## src/rtl/gray_decoder_tracker_if.sv

```systemverilog
// Bus between a Gray-coded source and the decoder/tracker.
// The master drives the sample; the tracker drives the decoded results.
interface gray_decoder_tracker_if #(
    parameter int WIDTH = 4,
    parameter int POS_W = 16
);
    logic [WIDTH-1:0] gray_in;
    logic             in_valid;
    logic             clr_err;
    logic [WIDTH-1:0] bin_out;
    logic             out_valid;
    logic             step_up;
    logic             step_down;
    logic             hold;
    logic             err;
    logic             locked;
    logic [POS_W-1:0] position;
    logic [7:0]       err_count;

    modport master (
        output gray_in, in_valid, clr_err,
        input  bin_out, out_valid, step_up, step_down, hold, err,
               locked, position, err_count
    );

    modport slave (
        input  gray_in, in_valid, clr_err,
        output bin_out, out_valid, step_up, step_down, hold, err,
               locked, position, err_count
    );
endinterface

```

## src/rtl/gray_decoder_tracker.sv

```systemverilog
// Decodes Gray samples, classifies each against the previous one and tracks
// a signed position plus a saturating error count.
//   state  | meaning
//   EMPTY  | no baseline yet; next sample becomes the baseline
//   TRACK  | last step was legal (hold / +1 / -1)
//   RESYNC | last step was an illegal jump; waiting for a legal step
module gray_decoder_tracker #(
    parameter int WIDTH = 4,
    parameter int POS_W = 16
) (
    input logic                  clk,
    input logic                  rst,
    gray_decoder_tracker_if.slave bus
);
    typedef enum logic [1:0] {EMPTY, TRACK, RESYNC} state_t;

    state_t           state, state_nxt;
    logic [WIDTH-1:0] new_bin;
    logic [WIDTH-1:0] delta;
    logic             up_nxt, dn_nxt, hold_nxt, err_nxt;

    // Each binary bit is the XOR of all Gray bits at and above it.
    always_comb begin
        for (int i = 0; i < WIDTH; i++) begin
            new_bin[i] = ^(bus.gray_in >> i);
        end
    end

    assign delta = new_bin - bus.bin_out;

    always_comb begin
        state_nxt = state;
        up_nxt    = 1'b0;
        dn_nxt    = 1'b0;
        hold_nxt  = 1'b0;
        err_nxt   = 1'b0;
        if (bus.in_valid) begin
            if (state == EMPTY) begin
                state_nxt = TRACK;
            end else if (delta == '0) begin
                hold_nxt  = 1'b1;
                state_nxt = TRACK;
            end else if (delta == WIDTH'(1)) begin
                up_nxt    = 1'b1;
                state_nxt = TRACK;
            end else if (delta == '1) begin
                dn_nxt    = 1'b1;
                state_nxt = TRACK;
            end else begin
                err_nxt   = 1'b1;
                state_nxt = RESYNC;
            end
        end
    end

    always_ff @(posedge clk) begin
        if (rst) begin
            state         <= EMPTY;
            bus.bin_out   <= '0;
            bus.out_valid <= 1'b0;
            bus.step_up   <= 1'b0;
            bus.step_down <= 1'b0;
            bus.hold      <= 1'b0;
            bus.err       <= 1'b0;
            bus.locked    <= 1'b0;
            bus.position  <= '0;
            bus.err_count <= '0;
        end else begin
            state         <= state_nxt;
            bus.out_valid <= bus.in_valid;
            bus.step_up   <= up_nxt;
            bus.step_down <= dn_nxt;
            bus.hold      <= hold_nxt;
            bus.err       <= err_nxt;
            bus.locked    <= (state_nxt == TRACK);
            if (bus.in_valid) begin
                bus.bin_out <= new_bin;
            end
            if (up_nxt) begin
                bus.position <= bus.position + POS_W'(1);
            end else if (dn_nxt) begin
                bus.position <= bus.position - POS_W'(1);
            end
            // A clear coinciding with an error still records that error.
            if (bus.clr_err) begin
                bus.err_count <= err_nxt ? 8'd1 : 8'd0;
            end else if (err_nxt && bus.err_count != 8'hFF) begin
                bus.err_count <= bus.err_count + 8'd1;
            end
        end
    end
endmodule

```

## src/flat_wrapper.sv

```systemverilog
// flat-port wrapper written by rule: the top's interface ports become plain ports
module gray_decoder_tracker_flat 
#(
    parameter int WIDTH = 4,
    parameter int POS_W = 16
)
  (clk, rst, bus_gray_in, bus_in_valid, bus_clr_err, bus_bin_out, bus_out_valid, bus_step_up, bus_step_down, bus_hold, bus_err, bus_locked, bus_position, bus_err_count);
  gray_decoder_tracker_if #(.WIDTH(WIDTH), .POS_W(POS_W)) bus_i ();
  input logic clk;
  input logic rst;
  input wire logic [$bits(bus_i.gray_in)-1:0] bus_gray_in;
  input wire logic [$bits(bus_i.in_valid)-1:0] bus_in_valid;
  input wire logic [$bits(bus_i.clr_err)-1:0] bus_clr_err;
  output wire logic [$bits(bus_i.bin_out)-1:0] bus_bin_out;
  output wire logic [$bits(bus_i.out_valid)-1:0] bus_out_valid;
  output wire logic [$bits(bus_i.step_up)-1:0] bus_step_up;
  output wire logic [$bits(bus_i.step_down)-1:0] bus_step_down;
  output wire logic [$bits(bus_i.hold)-1:0] bus_hold;
  output wire logic [$bits(bus_i.err)-1:0] bus_err;
  output wire logic [$bits(bus_i.locked)-1:0] bus_locked;
  output wire logic [$bits(bus_i.position)-1:0] bus_position;
  output wire logic [$bits(bus_i.err_count)-1:0] bus_err_count;
  assign bus_i.gray_in = bus_gray_in;
  assign bus_i.in_valid = bus_in_valid;
  assign bus_i.clr_err = bus_clr_err;
  assign bus_bin_out = bus_i.bin_out;
  assign bus_out_valid = bus_i.out_valid;
  assign bus_step_up = bus_i.step_up;
  assign bus_step_down = bus_i.step_down;
  assign bus_hold = bus_i.hold;
  assign bus_err = bus_i.err;
  assign bus_locked = bus_i.locked;
  assign bus_position = bus_i.position;
  assign bus_err_count = bus_i.err_count;
  gray_decoder_tracker #(.WIDTH(WIDTH), .POS_W(POS_W)) u_core (.clk(clk), .rst(rst), .bus(bus_i));
endmodule
```

## config.mk

```make
export PLATFORM = sky130hd
export DESIGN_NAME = gray_decoder_tracker_flat
export DESIGN_NICKNAME = d
export VERILOG_FILES = /design/src/rtl/gray_decoder_tracker_if.sv /design/src/rtl/gray_decoder_tracker.sv /design/src/flat_wrapper.sv
export SDC_FILE = /design/constraint.sdc
export NUM_CORES = 1
export LEC_CHECK = 0
export CORE_ASPECT_RATIO = 0.75
export CORE_MARGIN = 8
export CORE_UTILIZATION = 56
export CTS_BUF_LIST = sky130_fd_sc_hd__clkbuf_2
export DETAILED_ROUTE_END_ITERATION = 16
export PLACE_DENSITY_LB_ADDON = 0.15
export SYNTH_ARGS = -nofsm -noshare
export SYNTH_HDL_FRONTEND = slang
export SYNTH_SLANG_ARGS = --single-unit
```

## constraint.sdc

```tcl
create_clock -name clk -period 13.3 [get_ports clk]
set_clock_uncertainty 0.15 [all_clocks]
set_input_delay 2.66 -clock clk [delete_from_list [all_inputs] [get_ports clk]]
set_output_delay 2.66 -clock clk [all_outputs]
set_load 0.005 [all_outputs]
```

==> out/metrics.yaml, run 1 <==
run_status:
  outcome: "completed"
drt:
  drc: 0
  drt_iter0_drc: 131
  routed_via_density: 5.61
  routed_wl_mm: 5.28
  antenna_left: 0
  dr.pass1.iters: 4
  vias: 2064
  wl_per_cell_um: 14.3
synth:
  synth_cell_types: 50
  synth.area.top_cells: "dfxtp_1, ha_1, a21oi_1"
  synth-edff-count: 0
  avgSynthCellArea_um2: 8.41
  synth_top_cell_by_area: "dfxtp_1"
  synth-async-reset-ratio_pct: 0
  ys_ff_latch: 36
  synth.top_cell.area_share_pct: 31.8
  syn_inst: 270
  yosysWarnings: 0
  netlist_area_mm2: 0.00227
  ys_top_cells_by_count: "dfxtp_1, nand2_1, a21oi_1, nor2_1, ha_1"
  synth.most_common_cell: "dfxtp_1"
  synth-main-ff-cell: "dfxtp_1"
  ys_seq_area_share_pct: 31.8
  synth_nets: 300
sta:
  grt_setup_unrepaired: "no"
  finalSetupViolCount: 0
  worstMarginPinSlew_ns: 0.661
  relSlewSlack_pct: 55.8
  fin_crit_ns: 7.25
  tns_ns: 0
  min_period_over_period_pct: 54.5
  maxSlewViolCount: 0
  hold_violations: 0
  clock.fmax_ghz: 0.138
pwr:
  combinationalPowerShare_pct: 41.7
  seqPwrFrac_pct: 40.4
  switchingPower_mw: 0.112
  power_leakage_nw: 1.11
  total_power_mw: 0.298
  ir_worst_vdd_uv: 79.4
  clockPowerShare_pct: 17.9
  power.share.switching_pct: 37.6
  p_int_mw: 0.186
  power_density_mw_per_mm2: 108
clock_network:
  insertion_delay_ns: 0.39
  cts_root_buffer: "clkbuf_2"
  tritoncts: "built"
  ctsHtreeMaxLevel: 2
  numCtsBuffers: 5
  cts_resized: 0
  cts_setup_buffers: 0
  cts-hold-fix-buffers: 0
  cts.path.max_buffers: 2
  clkTransAtPathRegs_ns: 0.19
  clock-sinks: 36
final_layout:
  fill_cells: 336
  syn_to_final_growth_pct: 21.8
  drive_above_1_share_pct: 4.47
  nets: 342
  n_antenna_cell: 0
  final_cell_count_no_fill: 368
  multi_input_area_mm2: 0.00147
  ff_latch_area_um2: 721
worst_setup_path:
  reg2reg_slack_ns: 9.12
  worst_setup_path_end_kind: "flip-flop"
  reg2reg_depth: 12
  cp.arrival_ns: 7.41
  crit_end: "u_core.bus.position[11]"
  crit_path_frequent_cell: "xnor2_1"
  startpoint: "bus_gray_in[3]"
  worstPathCellList: "clkdlybuf4s50_1, xnor2_1, xnor2_1, xnor2_1, ha_1, fa_1, xor2_2, and4bb_1, nand3_2, ha_1, and3_1, a221oi_1, a21oi_1, a21boi_0, or4_1, nand3_1"
  r2r-start: "u_core.bus.bin_out[0]"
  critical_path_required_ns: 13.45
  reg2reg_to: "u_core.bus.position[11]"
  cpPeakStageDelay_ns: 0.53
  worstPathBufferInverterCount: 1
  slowest_stage: "ha_1"
  cp.depth: 16
  path_class: "in2reg"
  start_kind: "input port"
  crit_family: "adder cells"
  crit_fanout: 22
min_path:
  hold_class: "reg2reg"
run:
  max_cap_violations: 0
die:
  rows: 20
  dieArea_mm2: 0.00637
  coreArea_mm2: 0.00398
  die_w_um: 89.5
  io_pins: 42
  die_y_um: 71.1
  start_util_pct: 57.0
placed_design:
  gp_routability_congestion: 0.896
  dp_hpwl_mm: 4.03
  port-buffer-count: 41
  dp_cells: 360
global_routing:
  antenna_found_initial: 0
  grt_max_degree: 39
  grt_pass1_wl_mm: 9.07
  overflow: 0
  grt.total_usage_pct: 17.7
  grt_pass1_vias: 1956
==> kinds of logic after synthesis <==
group | synth area share (%)
and+or+nand+nor | 24.6
xor gates and xnor gates | 7.66
DFF | 31.8
buffers and inverters | 3.69
muxes | 1.76
AOI/OAI and AO/OA | 17.8
adders and majority gates | 12.8
==> routing by layer <==
layer | share of wire (%) | vias to the layer above | track usage, %
met4 | 0.93 | 0 | 5.51
met1 | 51 | 956 | 24.4
met5 | 0 | - | 0
met3 | 5.4 | 5 | 4.28
li1 | - | 1058 | -
met2 | 43 | 45 | 26.2
==> power by group through the flow <==
stage,Clock [mW],Sequential (mW),Combinational [mW]
finish,0.0535,0.120,0.124
global route,0.0602,0.122,0.138
CTS,0.0554,0.120,0.124
detailed placement,0,0.123,0.123
global placement,0,0.123,0.121
floorplan,0,0.122,0.0911
==> area by class of cell <==
cell class / count / area share, %
inverters: 13 / 1.76
repair buffers: 42 / 15.1
well taps: 55 / 2.49
multi-input cells: 214 / 53.0
flip-flops and latches: 36 / 26.1
clock inverters: 3 / 0.679
clock buffers: 5 / 0.905
==> how the worst min path moves through the flow <==
stage / startpoint / end / slack, ns / cells after the start
global route: u_core.state[1] / u_core.state[1] / 0.37 / 2
finish: u_core.bus.position[5] / u_core.bus.position[5] / 0.34 / 2
CTS: u_core.bus.position[5] / u_core.bus.position[5] / 0.34 / 2
floorplan: u_core.state[1] / u_core.state[1] / 0.31 / 2
detailed placement: u_core.bus.position[13] / u_core.bus.position[13] / 0.32 / 2
global placement: u_core.bus.position[7] / u_core.bus.position[7] / 0.31 / 2
==> registers in the layout, indices dropped and copies added (netlist names) <==
name	count
u_core.bus.position	16
u_core.bus.err_count	8
u_core.bus.bin_out	4
u_core.state	2
u_core.bus.err	1
u_core.bus.hold	1
u_core.bus.locked	1
u_core.bus.out_valid	1
u_core.bus.step_down	1
u_core.bus.step_up	1
==> tightest hold or removal path, stage by stage (launching register included) <==
cell     delay (ns)
dfxtp_1        0.37
nand2_1        0.06
a21oi_1        0.05
==> placed cells by master (no fill, tap or decap), types with 7 or more instances in the layout <==
cell type         n
a211oi_1          9
a21oi_1          23
clkdlybuf4s50_1  41
dfxtp_1          36
ha_1             20
inv_1            13
nand2_1          24
nand3_1          13
nand3b_1          7
nor2_1           23
nor3_1            8
o21ai_0           9
xnor2_1          13
==> through the flow <==
step | instance area [µm²] | hold slack (ns) | setup slack, ns | utilization, %
after floorplan | 2270 | 0.310 | 6.71 | -
after global placement | 2720 | 0.312 | 5.79 | 68.4
after detailed placement | 2720 | 0.316 | 5.61 | 68.4
after CTS | 2770 | 0.342 | 6.05 | 69.5
after global routing | 2770 | 0.372 | 5.63 | 69.5
final | 2770 | 0.339 | 6.05 | 69.5
Power figures use the tool's default switching activity.
==> run 2, diff against run 1 <==
--- a/config.mk
+++ b/config.mk
@@ -7,7 +7,7 @@
 export LEC_CHECK = 0
 export CORE_ASPECT_RATIO = 0.75
 export CORE_MARGIN = 8
-export CORE_UTILIZATION = 56
+export CORE_UTILIZATION = 54
 export CTS_BUF_LIST = sky130_fd_sc_hd__clkbuf_2
 export DETAILED_ROUTE_END_ITERATION = 16
 export PLACE_DENSITY_LB_ADDON = 0.15
==> constraint.sdc (replaced) <==
create_clock -name clk -period 7.6 [get_ports clk]
set_clock_uncertainty 0.15 [all_clocks]
set_input_delay 1.52 -clock clk [delete_from_list [all_inputs] [get_ports clk]]
set_output_delay 1.52 -clock clk [all_outputs]
set_load 0.005 [all_outputs]
==> run 2 against run 1 <==
Effect of this change: critical path depth is the same; critical path type unchanged; sequential power grew 76%; critical endpoint unchanged; via count grew 0.68%; non-clock buffer count is the same; die area grew 2.9%; largest power group unchanged.
==> out/metrics.yaml, run 2 (synthesis gave the netlist of run 1 again) <==
placed_design:
  gp_routability_congestion: 0.884  # -1.3%
  dp_worst_setup_slack_ns: 1.03  # -4.58 ns
  dp_hpwl_mm: 3.90  # -3.3%
  port-buffer-count: 41  # unchanged
worst_setup_path:
  cp.arrival_ns: 6.34  # -1.07 ns
  path_class: "in2reg"
  start_kind: "input port"
  worst_setup_path_end_kind: "flip-flop"
  critical_path_required_ns: 7.76  # -5.69 ns
  crit_fanout: 22  # unchanged
  reg2reg_depth: 12  # unchanged
pwr:
  power_leakage_nw: 1.12  # +0.93%
  total_power_mw: 0.553  # +86%
  power_density_mw_per_mm2: 199  # +84%
  ir_worst_vdd_uv: 120  # +51%
drt:
  routed_wl_mm: 5.17  # -2.0%
  drc: 0  # unchanged
  vias: 2078  # +0.68%
  antenna_left: 0  # unchanged
  routed_via_density: 5.65  # +0.68%
  dr.pass1.iters: 4  # unchanged
  drt_iter0_drc: 119  # -9.2%
  wl_per_cell_um: 14.1  # -2.0%
die:
  dieArea_mm2: 0.00656  # +2.9%
  die_y_um: 72.1  # +1.4%
  die_w_um: 90.9  # +1.5%
  start_util_pct: 56.0  # -1.1 points
  rows: 20  # unchanged
  io_pins: 42  # unchanged
  coreArea_mm2: 0.00405  # +1.9%
global_routing:
  antenna_found_initial: 0  # unchanged
  grt_pass1_vias: 1904  # -2.7%
  met1_usage_pct: 22.1  # -2.3 points
  use_met2_pct: 23.8  # -2.4 points
  grt.met3_usage_pct: 4.85  # +0.56 points
  grt_pass1_wl_mm: 8.82  # -2.8%
  overflow: 0  # unchanged
  grt_busiest_layer: "met2"
  grt_max_degree: 39  # unchanged
  grt.total_usage_pct: 16.1  # -1.6 points
run:
  max_cap_violations: 0  # unchanged
sta:
  holdWs_ns: 0.348  # +0.00879 ns
  tns_ns: 0  # unchanged
  maxSlewViolCount: 0  # unchanged
  grt_setup_unrepaired: "no"
  worstMarginPinSlew_ns: 0.678  # +0.0172 ns
  fin_ws_ns: 1.42  # -4.63 ns
  clock.fmax_ghz: 0.162
  relSlewSlack_pct: 54.7  # -1.1 points
  hold_violations: 0  # unchanged
  min_period_over_period_pct: 81.4
  fin_crit_ns: 6.18
  finalSetupViolCount: 0  # unchanged
final_layout:
  multi_input_area_mm2: 0.00147  # unchanged
  final_cell_mix: "clkdlybuf4s50_1, dfxtp_1, nand2_1, a21oi_1, nor2_1"
  top_register: "u_core.bus.position"
  reg.largest.list: "u_core.bus.position (16), u_core.bus.err_count (8), u_core.bus.bin_out (4)"
  drive_above_1_share_pct: 4.47  # unchanged
  largest_reg_flops: 16  # unchanged
  syn_to_final_growth_pct: 22.8
  layout_commonest_cell: "clkdlybuf4s50_1"
  ff_latch_area_um2: 721  # unchanged
  fill_cells: 366  # +8.9%
  n_antenna_cell: 0  # unchanged
  nets: 342  # unchanged
clock_network:
  cts_resized: 0  # unchanged
  cts-hold-fix-buffers: 0  # unchanged
  cts_setup_buffers: 0  # unchanged
  tritoncts: "built"
  clkTransAtPathRegs_ns: 0.20  # about the same
  cts_root_buffer: "clkbuf_2"
  cts.path.max_buffers: 2  # unchanged
  ctsHtreeMaxLevel: 2  # unchanged
  numCtsBuffers: 5  # unchanged
  insertion_delay_ns: 0.39  # about the same
  clock-sinks: 36  # unchanged
run_status:
  outcome: "completed"
min_path:
  hold_class: "reg2reg"
  hold_depth: 2  # unchanged
run 2: cell types whose count changed in the layout (fill, tap and decap cells not counted), sizes merged:
cell	delta
bufinv	+1
clkinv	-2
clkbuf	+1
run 2: final cells by class:
cell class	instances	share of cell area, %
clock inverter	2	1.26
multi-input combinational	214	52.6
tap	55	2.47
sequential	36	25.9
clock buffer	6	1.08
inverter	13	1.75
timing repair buffer	42	15.0
run 2: per-stage QoR:
stage               util [%]  area, µm²  instances
floorplan                  -       2270        270
global placement        67.1       2720        360
detailed placement      67.1       2720        360
CTS                     68.7       2790        368
global route            68.7       2790        368
finish                  68.7       2790        368
run 2: per-layer routing:
metal	share of wire (%)	vias to the layer above
met1	52	955
li1	-	1065
met2	41	51
met5	0	-
met4	0.93	0
met3	5.5	7
run 2: path summary, 6_finish.rpt:
kind                                             start  slack (ns)                 endpoint
worst max-delay path                    bus_gray_in[3]        1.42  u_core.bus.position[11]
worst min-delay path            u_core.bus.position[5]        0.35   u_core.bus.position[5]
worst max register to register   u_core.bus.bin_out[0]        3.40  u_core.bus.position[11]
worst min register to register  u_core.bus.position[5]        0.35   u_core.bus.position[5]
run 2: critical path, stage by stage:
cell	delay [ns]
clkdlybuf4s50_1	0.49
xnor2_1	0.30
xnor2_1	0.25
xnor2_1	0.14
ha_1	0.23
fa_1	0.41
xor2_2	0.26
and4bb_1	0.24
nand3_2	0.40
ha_1	0.55
and3_1	0.21
a221oi_1	0.54
a21oi_1	0.22
a21boi_0	0.34
or4_1	0.17
nand3_1	0.06
run 2: power breakdown:
group	internal [mW]	total, mW	leakage [nW]	switching (mW)
clock	0.0566	0.124	0.0430	0.0671
sequential	0.201	0.211	0.292	0.00994
combinational	0.102	0.219	0.781	0.116
total	0.360	0.553	1.12	0.193
